**config.mk**
```make
export PLATFORM = sky130hd
export DESIGN_NAME = multiply_divide_unit
export DESIGN_NICKNAME = d
export VERILOG_FILES = /design/src/rtl/multiply_divide_unit_pkg.sv /design/src/rtl/multiply_divide_unit.sv
export SDC_FILE = /design/constraint.sdc
export NUM_CORES = 1
export LEC_CHECK = 0
export CORE_MARGIN = 2
export CORE_UTILIZATION = 30
export CTS_BUF_LIST = sky130_fd_sc_hd__clkbuf_4 sky130_fd_sc_hd__clkbuf_8
export CTS_CLUSTER_SIZE = 30
export DETAILED_ROUTE_END_ITERATION = 8
export GPL_TIMING_DRIVEN = 0
export PLACE_DENSITY = 0.48
export SLEW_MARGIN = 25
export SYNTH_ARGS = -nofsm -noshare
export SYNTH_HDL_FRONTEND = slang
export SYNTH_SLANG_ARGS = --single-unit
```
**constraint.sdc**
```tcl
create_clock -name clk -period 3.65 [get_ports clk]
set_clock_uncertainty 0.05 [all_clocks]
set_input_delay 0.73 -clock clk [delete_from_list [all_inputs] [get_ports clk]]
set_output_delay 0.73 -clock clk [all_outputs]
set_load 0.02 [all_outputs]
```
**src/rtl/multiply_divide_unit_pkg.sv**
```systemverilog
// Shared op codes, state encoding and decode helpers for the
// iterative multiply/divide unit.
package multiply_divide_unit_pkg;

    localparam int MD_OP_WIDTH = 3;

    localparam logic [MD_OP_WIDTH-1:0] MD_OP_MUL  = 3'd0;
    localparam logic [MD_OP_WIDTH-1:0] MD_OP_MULU = 3'd1;
    localparam logic [MD_OP_WIDTH-1:0] MD_OP_DIV  = 3'd2;
    localparam logic [MD_OP_WIDTH-1:0] MD_OP_DIVU = 3'd3;
    localparam logic [MD_OP_WIDTH-1:0] MD_OP_MTHI = 3'd4;
    localparam logic [MD_OP_WIDTH-1:0] MD_OP_MTLO = 3'd5;

    typedef enum logic [1:0] {
        MD_IDLE = 2'd0,
        MD_CALC = 2'd1,
        MD_FIX  = 2'd2
    } md_state_t;

    function automatic logic md_is_arith(input logic [MD_OP_WIDTH-1:0] op);
        return (op == MD_OP_MUL) || (op == MD_OP_MULU) ||
               (op == MD_OP_DIV) || (op == MD_OP_DIVU);
    endfunction

    function automatic logic md_is_signed(input logic [MD_OP_WIDTH-1:0] op);
        return (op == MD_OP_MUL) || (op == MD_OP_DIV);
    endfunction

    function automatic logic md_is_div(input logic [MD_OP_WIDTH-1:0] op);
        return (op == MD_OP_DIV) || (op == MD_OP_DIVU);
    endfunction

endpackage

```
**src/rtl/multiply_divide_unit.sv**
```systemverilog
// Iterative one-bit-per-cycle multiply/divide unit owning HI/LO.
// Multiply and divide share one accumulator, operand register and counter.
module multiply_divide_unit
    import multiply_divide_unit_pkg::*;
#(
    parameter int DATA_WIDTH = 32
) (
    input  logic                   clk,
    input  logic                   rst_n,
    input  logic                   start,
    input  logic [MD_OP_WIDTH-1:0] op,
    input  logic [DATA_WIDTH-1:0]  rs,
    input  logic [DATA_WIDTH-1:0]  rt,
    input  logic                   flush,
    output logic                   busy,
    output logic                   done,
    output logic [DATA_WIDTH-1:0]  hi,
    output logic [DATA_WIDTH-1:0]  lo
);

    localparam int W  = DATA_WIDTH;
    localparam int CW = $clog2(DATA_WIDTH + 1);
    localparam logic [CW-1:0] LAST = CW'(DATA_WIDTH - 1);

    md_state_t state;
    md_state_t state_next;

    logic [2*W-1:0] acc;
    logic [W-1:0]   opnd;
    logic [CW-1:0]  cnt;
    logic           div_mode;
    logic           neg_res;
    logic           neg_rem;
    logic           div_zero;

    logic           accept;
    logic           op_signed;
    logic [W-1:0]   abs_rs;
    logic [W-1:0]   abs_rt;
    logic [2*W-1:0] step_acc;
    logic [W:0]     mul_sum;
    logic [W:0]     rem_sh;
    logic [W:0]     rem_diff;
    logic [2*W-1:0] prod;
    logic [W-1:0]   fix_hi;
    logic [W-1:0]   fix_lo;

    assign busy      = (state != MD_IDLE);
    assign accept    = (state == MD_IDLE) && start && !flush;
    assign op_signed = md_is_signed(op);
    assign abs_rs    = (op_signed && rs[W-1]) ? -rs : rs;
    assign abs_rt    = (op_signed && rt[W-1]) ? -rt : rt;

    always_ff @(posedge clk or negedge rst_n) begin
        if (!rst_n) begin
            state <= MD_IDLE;
        end else begin
            state <= state_next;
        end
    end

    always_comb begin
        state_next = state;
        unique case (state)
            MD_IDLE: begin
                if (accept && md_is_arith(op)) begin
                    state_next = MD_CALC;
                end
            end
            MD_CALC: begin
                if (flush) begin
                    state_next = MD_IDLE;
                end else if (cnt == LAST) begin
                    state_next = MD_FIX;
                end
            end
            MD_FIX: begin
                state_next = MD_IDLE;
            end
            default: begin
                state_next = MD_IDLE;
            end
        endcase
    end

    // Multiply: add multiplicand into the upper half, shift right.
    // Divide: shift left, trial-subtract divisor from the remainder.
    always_comb begin
        mul_sum  = {1'b0, acc[2*W-1:W]} + {1'b0, (acc[0] ? opnd : '0)};
        rem_sh   = {acc[2*W-1:W], acc[W-1]};
        rem_diff = rem_sh - {1'b0, opnd};
        step_acc = {mul_sum, acc[W-1:1]};
        if (div_mode) begin
            if (!rem_diff[W]) begin
                step_acc = {rem_diff[W-1:0], acc[W-2:0], 1'b1};
            end else begin
                step_acc = {rem_sh[W-1:0], acc[W-2:0], 1'b0};
            end
        end
    end

    // Divide by zero leaves |rs| as remainder; restoring its sign gives rs back.
    always_comb begin
        prod   = neg_res ? -acc : acc;
        fix_hi = prod[2*W-1:W];
        fix_lo = prod[W-1:0];
        if (div_mode) begin
            fix_hi = neg_rem ? -acc[2*W-1:W] : acc[2*W-1:W];
            fix_lo = (neg_res && !div_zero) ? -acc[W-1:0] : acc[W-1:0];
        end
    end

    always_ff @(posedge clk or negedge rst_n) begin
        if (!rst_n) begin
            acc      <= '0;
            opnd     <= '0;
            cnt      <= '0;
            div_mode <= 1'b0;
            neg_res  <= 1'b0;
            neg_rem  <= 1'b0;
            div_zero <= 1'b0;
            done     <= 1'b0;
            hi       <= '0;
            lo       <= '0;
        end else begin
            done <= 1'b0;
            unique case (state)
                MD_IDLE: begin
                    if (accept) begin
                        if (md_is_arith(op)) begin
                            div_mode <= md_is_div(op);
                            neg_res  <= op_signed && (rs[W-1] ^ rt[W-1]);
                            neg_rem  <= op_signed && rs[W-1];
                            div_zero <= (rt == '0);
                            cnt      <= '0;
                            if (md_is_div(op)) begin
                                acc  <= {{W{1'b0}}, abs_rs};
                                opnd <= abs_rt;
                            end else begin
                                acc  <= {{W{1'b0}}, abs_rt};
                                opnd <= abs_rs;
                            end
                        end else if (op == MD_OP_MTHI) begin
                            hi <= rs;
                        end else if (op == MD_OP_MTLO) begin
                            lo <= rs;
                        end
                    end
                end
                MD_CALC: begin
                    if (!flush) begin
                        acc <= step_acc;
                        cnt <= cnt + 1'b1;
                    end
                end
                MD_FIX: begin
                    if (!flush) begin
                        hi   <= fix_hi;
                        lo   <= fix_lo;
                        done <= 1'b1;
                    end
                end
                default: begin
                end
            endcase
        end
    end

endmodule

```
==> summary.md, run 1 <==
| Metric | Value |
|---|---|
| Worst hold slack | `438 ps` |
| Met3 Routed Length | `4580 um` |
| Final design utilization | `0.363` |
| Nets@finish | `2215` |
| Crit path capture | `acc[50]` |
| Critical path class | `reg -> reg` |
| CTS sink cnt | `173` |
| Post-Place Cell Area | `17000 sq um` |
| Root buf cell | `clkbuf_8` |
| Clock Tree Buf Depth | `2` |
| Clock Pin Slew Worst Setup and Hold Paths | `110 ps` |
| TritonCTS clock tree | `done` |
| Antenna violations before repair | `1` |
| Starting density of the core | `0.303` |
| WP data required | `3990 ps` |
| DRT Pass-1 Iters | `8` |
| Final hold violation count | `0` |
| Largest net degree at the start of global routing | `84` |
| First-pass GRT wire length | `97400 um` |
| Highest layer used for signal routing | `met5` |
| H-tree levels | `4` |
| Critical R2R Launch | `acc[0]` |
| Fin area | `17700 sq um` |
| Slew Viols, Final | `0` |
| Netlist cell types | `75` |
| Net Count, Synth | `2054` |
| Post-synthesis sequential area ratio | `0.293` |
| Max Cap Viol | `0` |
| CP Data Arrival Time | `3890 ps` |
| Rel. slew slack | `0.408` |
| Crit end category | `register` |
| Routability Congestion | `0.956` |
| Reg2Reg Depth | `13` |
| Area growth from synthesis to layout | `19.7%` |
| Leak | `7.20 nW` |
| Ratio of cells with drive above 1 in the final layout | `0.0532` |
| Share of async-settable or async-resettable flops after synthesis | `1.00` |
| Vias in the first global route | `14700` |
| Synth Cell Area | `14800 sq um` |
| Residual DRC | `0` |
| Fin crit period | `3560 ps` |
| Worst R2R End | `acc[50]` |
| Seq cells post-synth | `173` |
| Synth Area per Inst | `7.72 sq um` |
| Num ports | `137` |
| Routed vias | `15400` |
| Final setup fails | `0` |
| Setup slack, reg-to-reg | `90 ps` |
| Vias/cell | `5.61` |
| Worst Path Max Fanout | `10` |
| Worst min path class | `reg -> reg` |
| Routed WL | `66100 um` |
| Num CTS Buffers | `17` |
| Routed len/inst | `24.0 um` |
| GRT overflow | `0` |
| Dpl hpwl | `53000 um` |
| Routed met2 length | `29100 um` |
| Clk_lat worst skew | `540 ps` |
| Worst-Margin Slew | `888 ps` |
| EDFF count, synth | `0` |
| Die Ht | `226 um` |
| Cell count after synthesis | `1912` |
| Tot GR Track Use | `0.259` |
| Crit share post-route | `0.974` |
| Max frequency | `281 MHz` |
| Run status | `finished clean` |
| DIE AREA | `51000 sq um` |
| Worst Setup Start Kind | `register` |
| Wl on met1 | `29700 um` |
| Number of synthesis warnings | `0` |
| Starting DRT DRC Count | `1451` |
| Remaining antenna violation count | `0` |
| Die W | `226 um` |
| Row Count | `81` |
| Post-synth top flop | `dfrtp_1` |
| I/O Buffers | `135` |
| Maximum vdd drop | `0.000265 V` |
| PwrDens | `627 nW/um^2` |
| CP Launch Point | `acc[0]` |
| CORE AREA | `48700 sq um` |
[sequential cells by signal, indices dropped and copies added (netlist names)]
register / cells
neg_res: 1
opnd: 32
neg_rem: 1
div_mode: 1
cnt: 6
done: 1
lo: 32
state: 2
div_zero: 1
acc: 64
hi: 32
[placed cells by master, fill, tap and decap left out, types with 23 or more instances in the layout]
master	n
nand2_1	223
nor2_1	192
a21oi_1	178
o21ai_0	178
dfrtp_1	168
clkdlybuf4s50_1	132
xnor2_1	95
clkbuf_1	82
xor2_1	79
ha_1	69
inv_1	55
nor3_1	44
mux2i_1	44
nand3_1	42
o31ai_1	40
o211ai_1	36
or3_1	27
a31oi_1	24
a21o_1	23
[worst max-delay path: stages, from the launching register on]
cell and delay (ps):
dfrtp_2 450, inv_2 140, clkbuf_4 230, nor2_1 70, ha_1 350, and4_1 260, a211oi_4 340, a21oi_1 160
o21ai_1 270, o31ai_1 170, a41o_1 310, a31oi_1 230, xor2_1 250, o221ai_1 140
[cell families after synthesis]
logic type                 count (synthesis)  synth area share
and+or+nand+nor                          659             0.206
AOI/OAI and AO/OA                        617             0.257
xor gates and xnor gates                 176             0.104
DFF                                      173             0.293
buffers and inverters                    164            0.0425
adders and majority gates                 71            0.0612
muxes                                     52            0.0359
[stage by stage]
step / power, W / setup slack, ps / std cells / TNS [ps]
after CTS: 0.0109 / 22.3 / 2745 / 0
after global placement: 0.00929 / -6240 / 2711 / -1102210
final: 0.0111 / 94.8 / 2750 / 0
after global routing: 0.0118 / -8.75 / 2749 / -8.75
after floorplan: 0.00718 / 363 / 1912 / 0
after detailed placement: 0.00932 / -789 / 2713 / -25930
[area by class of cell]
type	instances	area [sq um]
sequential	173	4340
clock buffer	18	241
antenna	1	2.50
inverter	56	210
timing repair buffer	146	1490
clock inverter	13	166
tap	664	831
fill	5127	31100
multi-input combinational	1575	9970
buffer	104	427
[what timing repair did]
action,4_1_cts,5_1_grt
gates resized for setup,27,33
hold buffers,1,0
setup buffers,1,7
setup endpoints to repair,34,42
pin swaps,2,7
endpoints found under the hold margin,9,0
[cell usage after synthesis (all sizes together), types with 5 or more instances]
cell type	count	share of area
nand2b	23	0.010
o21bai	5	0.0025
a211oi	16	0.0081
nand4	10	0.0042
nor2b	11	0.0047
nor2	197	0.051
o221ai	11	0.0065
nand2	226	0.057
o21a	11	0.0056
clkbuf	91	0.023
mux2i	44	0.030
o31ai	42	0.021
nor3b	5	0.0025
a21oi	183	0.062
ha	69	0.058
buf	17	0.0052
a21boi	7	0.0036
nand3	42	0.014
nor4	8	0.0034
or4	16	0.0089
mux2	8	0.0061
o21ai	183	0.062
xor2	80	0.047
xnor2	96	0.057
a21o	23	0.012
a31oi	24	0.010
dfrtp	173	0.29
inv	56	0.014
a32oi	5	0.0030
nor3	47	0.016
or2	5	0.0021
and2	14	0.0059
o211ai	36	0.018
a22oi	18	0.0092
and3	14	0.0059
o41ai	10	0.0064
or3	27	0.011
[per-layer routing]
metal,vias up,global-route usage
met1,7475,0.357
met3,100,0.0366
met4,2,0.106
met2,654,0.404
li1,7199,-
met5,-,0
[power breakdown]
part	leakage, nW	total, W	switching [W]	internal [W]
Combinational	4.84	0.00630	0.00376	0.00254
Clock	0.199	0.00157	0.000883	0.000686
Sequential	2.15	0.00322	0.000812	0.00241
[worst min-delay path by stage]
stage | from | endpoint | slack [ps] | cells past startpoint
after floorplan | rst_n | acc[0] | 380 | 0
after global placement | hi[0] | hi[0] | 410 | 2
after detailed placement | cnt[5] | state[1] | 420 | 1
after CTS | cnt[5] | state[1] | 440 | 1
after global routing | lo[22] | lo[22] | 460 | 2
final | cnt[5] | state[1] | 440 | 1
Power figures use the tool's default switching activity.
==> run 2: changes to the inputs <==
--- a/config.mk
+++ b/config.mk
@@ -5,13 +5,13 @@
 export SDC_FILE = /design/constraint.sdc
 export NUM_CORES = 1
 export LEC_CHECK = 0
+export CAP_MARGIN = 10
 export CORE_MARGIN = 2
 export CORE_UTILIZATION = 30
 export CTS_BUF_LIST = sky130_fd_sc_hd__clkbuf_4 sky130_fd_sc_hd__clkbuf_8
 export CTS_CLUSTER_SIZE = 30
 export DETAILED_ROUTE_END_ITERATION = 8
 export GPL_TIMING_DRIVEN = 0
-export PLACE_DENSITY = 0.48
 export SLEW_MARGIN = 25
 export SYNTH_ARGS = -nofsm -noshare
 export SYNTH_HDL_FRONTEND = slang
==> constraint.sdc (replaced) <==
create_clock -name clk -period 3.65 [get_ports clk]
set_clock_uncertainty 0.05 [all_clocks]
set_input_delay 0.73 -clock clk [delete_from_list [all_inputs] [get_ports clk]]
set_output_delay 0.73 -clock clk [all_outputs]
set_load 0.1 [all_outputs]
==> summary.md, run 2 (synthesized netlist as in run 1, its figures left out) <==
| Metric | Value |
|---|---|
| Fin crit period | `3650 ps (+93.4 ps)` |
| Worst-Margin Slew | `1070 ps (+183 ps)` |
| Worst-path cell chain | `ha_1, clkbuf_1, nand2_1, a2111oi_0, o21a_1, o211ai_1, a21oi_2, o311ai_0, or3_1, a32o_1` |
| Clock Pin Slew Worst Setup and Hold Paths | `120 ps (about the same)` |
| Worst path bufs/invs | `1 (-1)` |
| Largest delay contributor family on the critical path | `compound AO/OA/AOI/OAI gates` |
| Maximum vdd drop | `0.000275 V (+3.6%)` |
| Post-Place Cell Area | `17000 sq um (about the same)` |
| Hold Buf Count CTS | `0 (-1)` |
| Largest register FFs | `64 (unchanged)` |
| Reg2Reg Depth | `10 (-3)` |
| Residual DRC | `0 (unchanged)` |
| Worst min path class | `in -> async` |
| Die W | `226 um (unchanged)` |
| Dpl hpwl | `51100 um (-3.5%)` |
| Starting density of the core | `0.303 (unchanged)` |
| Final setup fails | `0 (unchanged)` |
| I/O Buffers | `135 (unchanged)` |
| Root buf cell | `clkbuf_8` |
| Fillers | `5136 (+0.18%)` |
| Clock Tree Buf Depth | `2 (unchanged)` |
| Run status | `finished clean` |
| Remaining antenna violation count | `0 (unchanged)` |
| Fin area | `17600 sq um (-0.50%)` |
| Antenna violations before repair | `1 (unchanged)` |
| TNS Setup | `0 ps (unchanged)` |
| DIE AREA | `51000 sq um (unchanged)` |
| Row Count | `81 (unchanged)` |
| Vias/cell | `5.67 (+1.1%)` |
| Starting DRT DRC Count | `1595 (+9.9%)` |
| Crit end category | `register` |
| Flop pwr share | `0.266 (-0.024)` |
| Worst R2R End | `acc[61]` |
| Num ports | `137 (unchanged)` |
| Clk_lat worst skew | `520 ps (-20 ps)` |
| Register area | `4330 sq um (about the same)` |
| Slowest stage cell, crit path | `dfrtp_2` |
| Rel. slew slack | `0.283 (-0.124)` |
| Multi-input logic area | `9970 sq um (about the same)` |
| Area growth from synthesis to layout | `19.1%` |
| Worst Setup Start Kind | `register` |
| Max frequency | `274 MHz (-2.6%)` |
| CTS sink cnt | `173 (unchanged)` |
| Max Cap Viol | `0 (unchanged)` |
| Most flops, register | `acc` |
| TritonCTS clock tree | `done` |
| Total power | `0.0121 W (+8.9%)` |
| Slew Viols, Final | `0 (unchanged)` |
| PwrDens | `687 nW/um^2 (+9.5%)` |
| RSZ-0062 raised after global routing | `no` |
| H-tree levels | `4 (unchanged)` |
| Ratio of cells with drive above 1 in the final layout | `0.0480 (-0.00521)` |
| Vias in the first global route | `14500 (-1.6%)` |
| Routed vias | `15600 (+0.95%)` |
| Routed WL | `63600 um (-3.7%)` |
| Most common cell after layout, fill and taps aside | `nand2_1` |
| Routability Congestion | `0.963 (+0.70%)` |
| Worst hold slack | `78.7 ps (-359 ps)` |
| Crit share post-route | `1.00 (+0.0256)` |
| Leak | `7.15 nW (-0.70%)` |
| Final hold violation count | `0 (unchanged)` |
| Routed len/inst | `23.2 um (-3.6%)` |
| Die Ht | `226 um (unchanged)` |
| Tot GR Track Use | `0.245 (-0.0137)` |
| Placed instance count | `2713 (unchanged)` |
| Setup slack, reg-to-reg | `1 ps (-90 ps)` |
| CP Data Arrival Time | `4010 ps (+120 ps)` |
| Net Sw Frac | `0.543 (+0.0509)` |
| Worst Path Max Fanout | `8 (-2)` |
| Switching power | `0.00655 W (+20%)` |
| Critical path class | `reg -> reg` |
| Nets@finish | `2211 (-0.18%)` |
| WP data required | `4010 ps (+20 ps)` |
| Comb pwr share | `0.615 (+0.047)` |
| ANT cells | `0 (-1)` |
| GRT overflow | `0 (unchanged)` |
| CORE AREA | `48700 sq um (unchanged)` |
| P_int | `0.00552 W (-2.0%)` |
| First-pass GRT wire length | `93300 um (-4.2%)` |
| Highest-count cells in the layout ignoring fill and taps | `225 x nand2_1, 195 x nor2_1, 179 x o21ai_0` |
| Clk pwr share | `0.119 (-0.023)` |
| Critical R2R Launch | `acc[43]` |
| DRT Pass-1 Iters | `5 (-3)` |
| Num CTS Buffers | `17 (unchanged)` |
| Max incr delay on CP | `530 ps (+80 ps)` |
| Largest net degree at the start of global routing | `63 (-25%)` |
| Non-Filler Instances | `2746 (-0.15%)` |
-- run 2: cell type report --
type / count / area share
multi-input combinational: 1575 / 0.567
sequential: 173 / 0.246
timing repair buffer: 139 / 0.0811
tap: 664 / 0.0472
buffer: 107 / 0.0248
clock buffer: 18 / 0.0141
inverter: 56 / 0.0120
clock inverter: 14 / 0.00761
-- run 2: how the worst max path moves through the flow --
stage / cells after the start / slack [ps] / end / startpoint
2_1_floorplan: 13 / 360 / acc[56] / acc[0]
3_3_place_gp: 1 / -5760 / acc[46] / rst_n
3_5_place_dp: 14 / -990 / acc[33] / acc[31]
4_1_cts: 12 / 0.5 / acc[53] / acc[42]
5_1_grt: 10 / 7 / acc[61] / acc[43]
6_report: 10 / 1 / acc[61] / acc[43]
-- run 2: layer usage --
layer / global-route usage / routed length (um) / up-vias
met4: 0.100 / 2420 / 2
met3: 0.0397 / 4720 / 109
li1: - / - / 7187
met5: 0 / 11 / -
met1: 0.334 / 28100 / 7582
met2: 0.385 / 28400 / 696
-- run 2: what timing repair did --
action / in CTS / in global routing
resized for setup: 26 / 29
endpoints found under the setup margin: 35 / 42
buffers inserted: 1 / 1
pin swaps: 2 / 1
-- run 2: power by group through the flow --
stage | clock network [W] | logic (W) | registers [W]
after floorplan | 0 | 0.00412 | 0.00405
after global placement | 0 | 0.00711 | 0.00320
after detailed placement | 0 | 0.00717 | 0.00321
after CTS | 0.00144 | 0.00726 | 0.00317
after global routing | 0.00151 | 0.00798 | 0.00326
final | 0.00144 | 0.00743 | 0.00321
-- run 2: metrics by stage --
| step | utilization | setup slack, ps |
|---|---|---|
| after detailed placement | 0.349 | -993 |
| final | 0.361 | 1.42 |
| after CTS | 0.358 | 0.527 |
| after global placement | 0.348 | -5760 |
| after floorplan | - | 363 |
| after global routing | 0.361 | 7.46 |
==> run 3: changes to the inputs <==
--- a/config.mk
+++ b/config.mk
@@ -12,7 +12,9 @@
 export CTS_CLUSTER_SIZE = 30
 export DETAILED_ROUTE_END_ITERATION = 8
 export GPL_TIMING_DRIVEN = 0
-export SLEW_MARGIN = 25
+export HOLD_SLACK_MARGIN = 0.12
+export SETUP_SLACK_MARGIN = 0.15
+export SLEW_MARGIN = 20
 export SYNTH_ARGS = -nofsm -noshare
 export SYNTH_HDL_FRONTEND = slang
 export SYNTH_SLANG_ARGS = --single-unit
==> summary.md, run 3 (synthesized netlist as in run 1, its figures left out) <==
| Metric | Value |
|---|---|
| Run status | `finished clean` |
| Antenna violations before repair | `1 (unchanged)` |
| Worst path bufs/invs | `0 (-1)` |
| Die Ht | `226 um (unchanged)` |
| Dpl hpwl | `51100 um (unchanged)` |
| ANT cells | `0 (unchanged)` |
| H-tree levels | `4 (unchanged)` |
| Crit end category | `register` |
| Highest-count cells in the layout ignoring fill and taps | `225 x nand2_1, 193 x nor2_1, 176 x a21oi_1` |
| Final design utilization | `0.364 (+0.00367)` |
| I/O Buffers | `135 (unchanged)` |
| Worst min path class | `reg -> reg` |
| Clock Tree Buf Depth | `2 (unchanged)` |
| Vias/cell | `5.68 (+0.19%)` |
| CORE AREA | `48700 sq um (unchanged)` |
| Residual DRC | `0 (unchanged)` |
| Worst hold slack | `441 ps (+362 ps)` |
| Max incr delay on CP | `520 ps (about the same)` |
| DRT Pass-1 Iters | `5 (unchanged)` |
| Routed WL | `63900 um (+0.42%)` |
| Most used cell along the critical path | `o211ai_1` |
| First-pass GRT wire length | `93200 um (about the same)` |
| Rel. slew slack | `0.252 (-0.0315)` |
| Routability Congestion | `0.963 (unchanged)` |
| Most common cell after layout, fill and taps aside | `nand2_1` |
| Nets@finish | `2218 (+0.32%)` |
| Worst Path Max Fanout | `7 (-1)` |
| Starting DRT DRC Count | `1535 (-3.8%)` |
| Root buf cell | `clkbuf_8` |
| Worst-Margin Slew | `1120 ps (+47.1 ps)` |
| Routed vias | `15600 (+0.45%)` |
| Remaining antenna violation count | `0 (unchanged)` |
| Worst-path cell chain | `ha_1, o211ai_1, a2111oi_0, o21a_1, o211ai_1, a21oi_2, o311ai_0, or3_1, a32o_1` |
| Ratio of cells with drive above 1 in the final layout | `0.0656 (+0.0176)` |
| Worst Setup Start Kind | `register` |
| CP Data Arrival Time | `3820 ps (-190 ps)` |
| Clk_lat worst skew | `520 ps (about the same)` |
| Routed len/inst | `23.2 um (+0.17%)` |
| Starting density of the core | `0.303 (unchanged)` |
| Clock Pin Slew Worst Setup and Hold Paths | `110 ps (about the same)` |
| Row Count | `81 (unchanged)` |
| Leak | `7.24 nW (+1.3%)` |
| WP data required | `4010 ps (about the same)` |
| Num CTS Buffers | `17 (unchanged)` |
| RSZ-0062 raised after global routing | `yes` |
| Largest delay contributor family on the critical path | `compound AO/OA/AOI/OAI gates` |
| Max Cap Viol | `0 (unchanged)` |
| PwrDens | `687 nW/um^2 (+0.10%)` |
| Num ports | `137 (unchanged)` |
| Largest register FFs | `64 (unchanged)` |
| Vias in the first global route | `14500 (+0.021%)` |
| TritonCTS clock tree | `done` |
| Die W | `226 um (unchanged)` |
| Maximum vdd drop | `0.000276 V (+0.69%)` |
| Max frequency | `289 MHz (+5.3%)` |
| Final hold violation count | `0 (unchanged)` |
| GRT overflow | `0 (unchanged)` |
| Most flops, register | `acc` |
| Crit share post-route | `0.949 (-0.0505)` |
| Tot GR Track Use | `0.245 (about the same)` |
| Final setup fails | `0 (unchanged)` |
| CTS sink cnt | `173 (unchanged)` |
| Critical path class | `reg -> reg` |
| Slowest stage cell, crit path | `dfrtp_1` |
| Fin crit period | `3460 ps (-184 ps)` |
| Slew Viols, Final | `0 (unchanged)` |
| Area growth from synthesis to layout | `20.3%` |
| Largest net degree at the start of global routing | `63 (unchanged)` |
| DIE AREA | `51000 sq um (unchanged)` |
run 3: per-stage QoR:
step / setup TNS, ps / cell area (sq um) / worst slack (ps) / power, W / cells
final: 0 / 17800 / 186 / 0.0122 / 2753
after global routing: 0 / 17800 / 115 / 0.0129 / 2753
after CTS: 0 / 17500 / 156 / 0.0119 / 2750
after detailed placement: -31410 / 17000 / -993 / 0.0104 / 2713
after global placement: -1024590 / 16900 / -5760 / 0.0103 / 2711
after floorplan: 0 / 14800 / 363 / 0.00817 / 1912
run 3: worst min-delay path, cell delays in order, from the launching register on:
cell	delay (ps)
dfrtp_1	350
nand2_1	60
o31ai_1	60
run 3: timing repair:
action                     CTS  global route
setup endpoints to repair   50            58
gates resized for setup     44            59
pin swaps                    3             5
hold buffers                 1             0
setup buffers                4             3
hold endpoints to repair    45             0
cloned                       0             0
run 3: cell type report:
type                    instances  area (sq um)
fillers                      5119         31000
multi-input cells            1575         10100
flip-flops and latches        173          4340
repair buffers                145          1480
well taps                     664           831
plain buffers                 108           458
clock buffers                  18           248
inverters                      56           210
clock inverters                14           134
run 3: where the power goes:
part           total (W)  switching [W]  internal [W]
registers        0.00321       0.000799       0.00241
logic            0.00755        0.00494       0.00261
clock network    0.00144       0.000873      0.000571
total             0.0122        0.00661       0.00560
run 3: worst paths after layout:
check	start	to	slack (ps)	cells after the start
max	acc[35]	acc[61]	190	9
min	hi[21]	hi[21]	440	2
max reg2reg	acc[35]	acc[61]	190	9
min reg2reg	hi[21]	hi[21]	440	2
max in group asynchronous	rst_n	acc[46]	1850	4
min in group asynchronous	rst_n	lo[12]	670	2
run 3: layer usage:
layer / vias up / wire length, um / GRT usage
li1: 7209 / - / -
met1: 7632 / 28100 / 0.334
met2: 686 / 28500 / 0.388
met3: 117 / 4860 / 0.0384
met4: 2 / 2490 / 0.0951
met5: - / 11 / 0
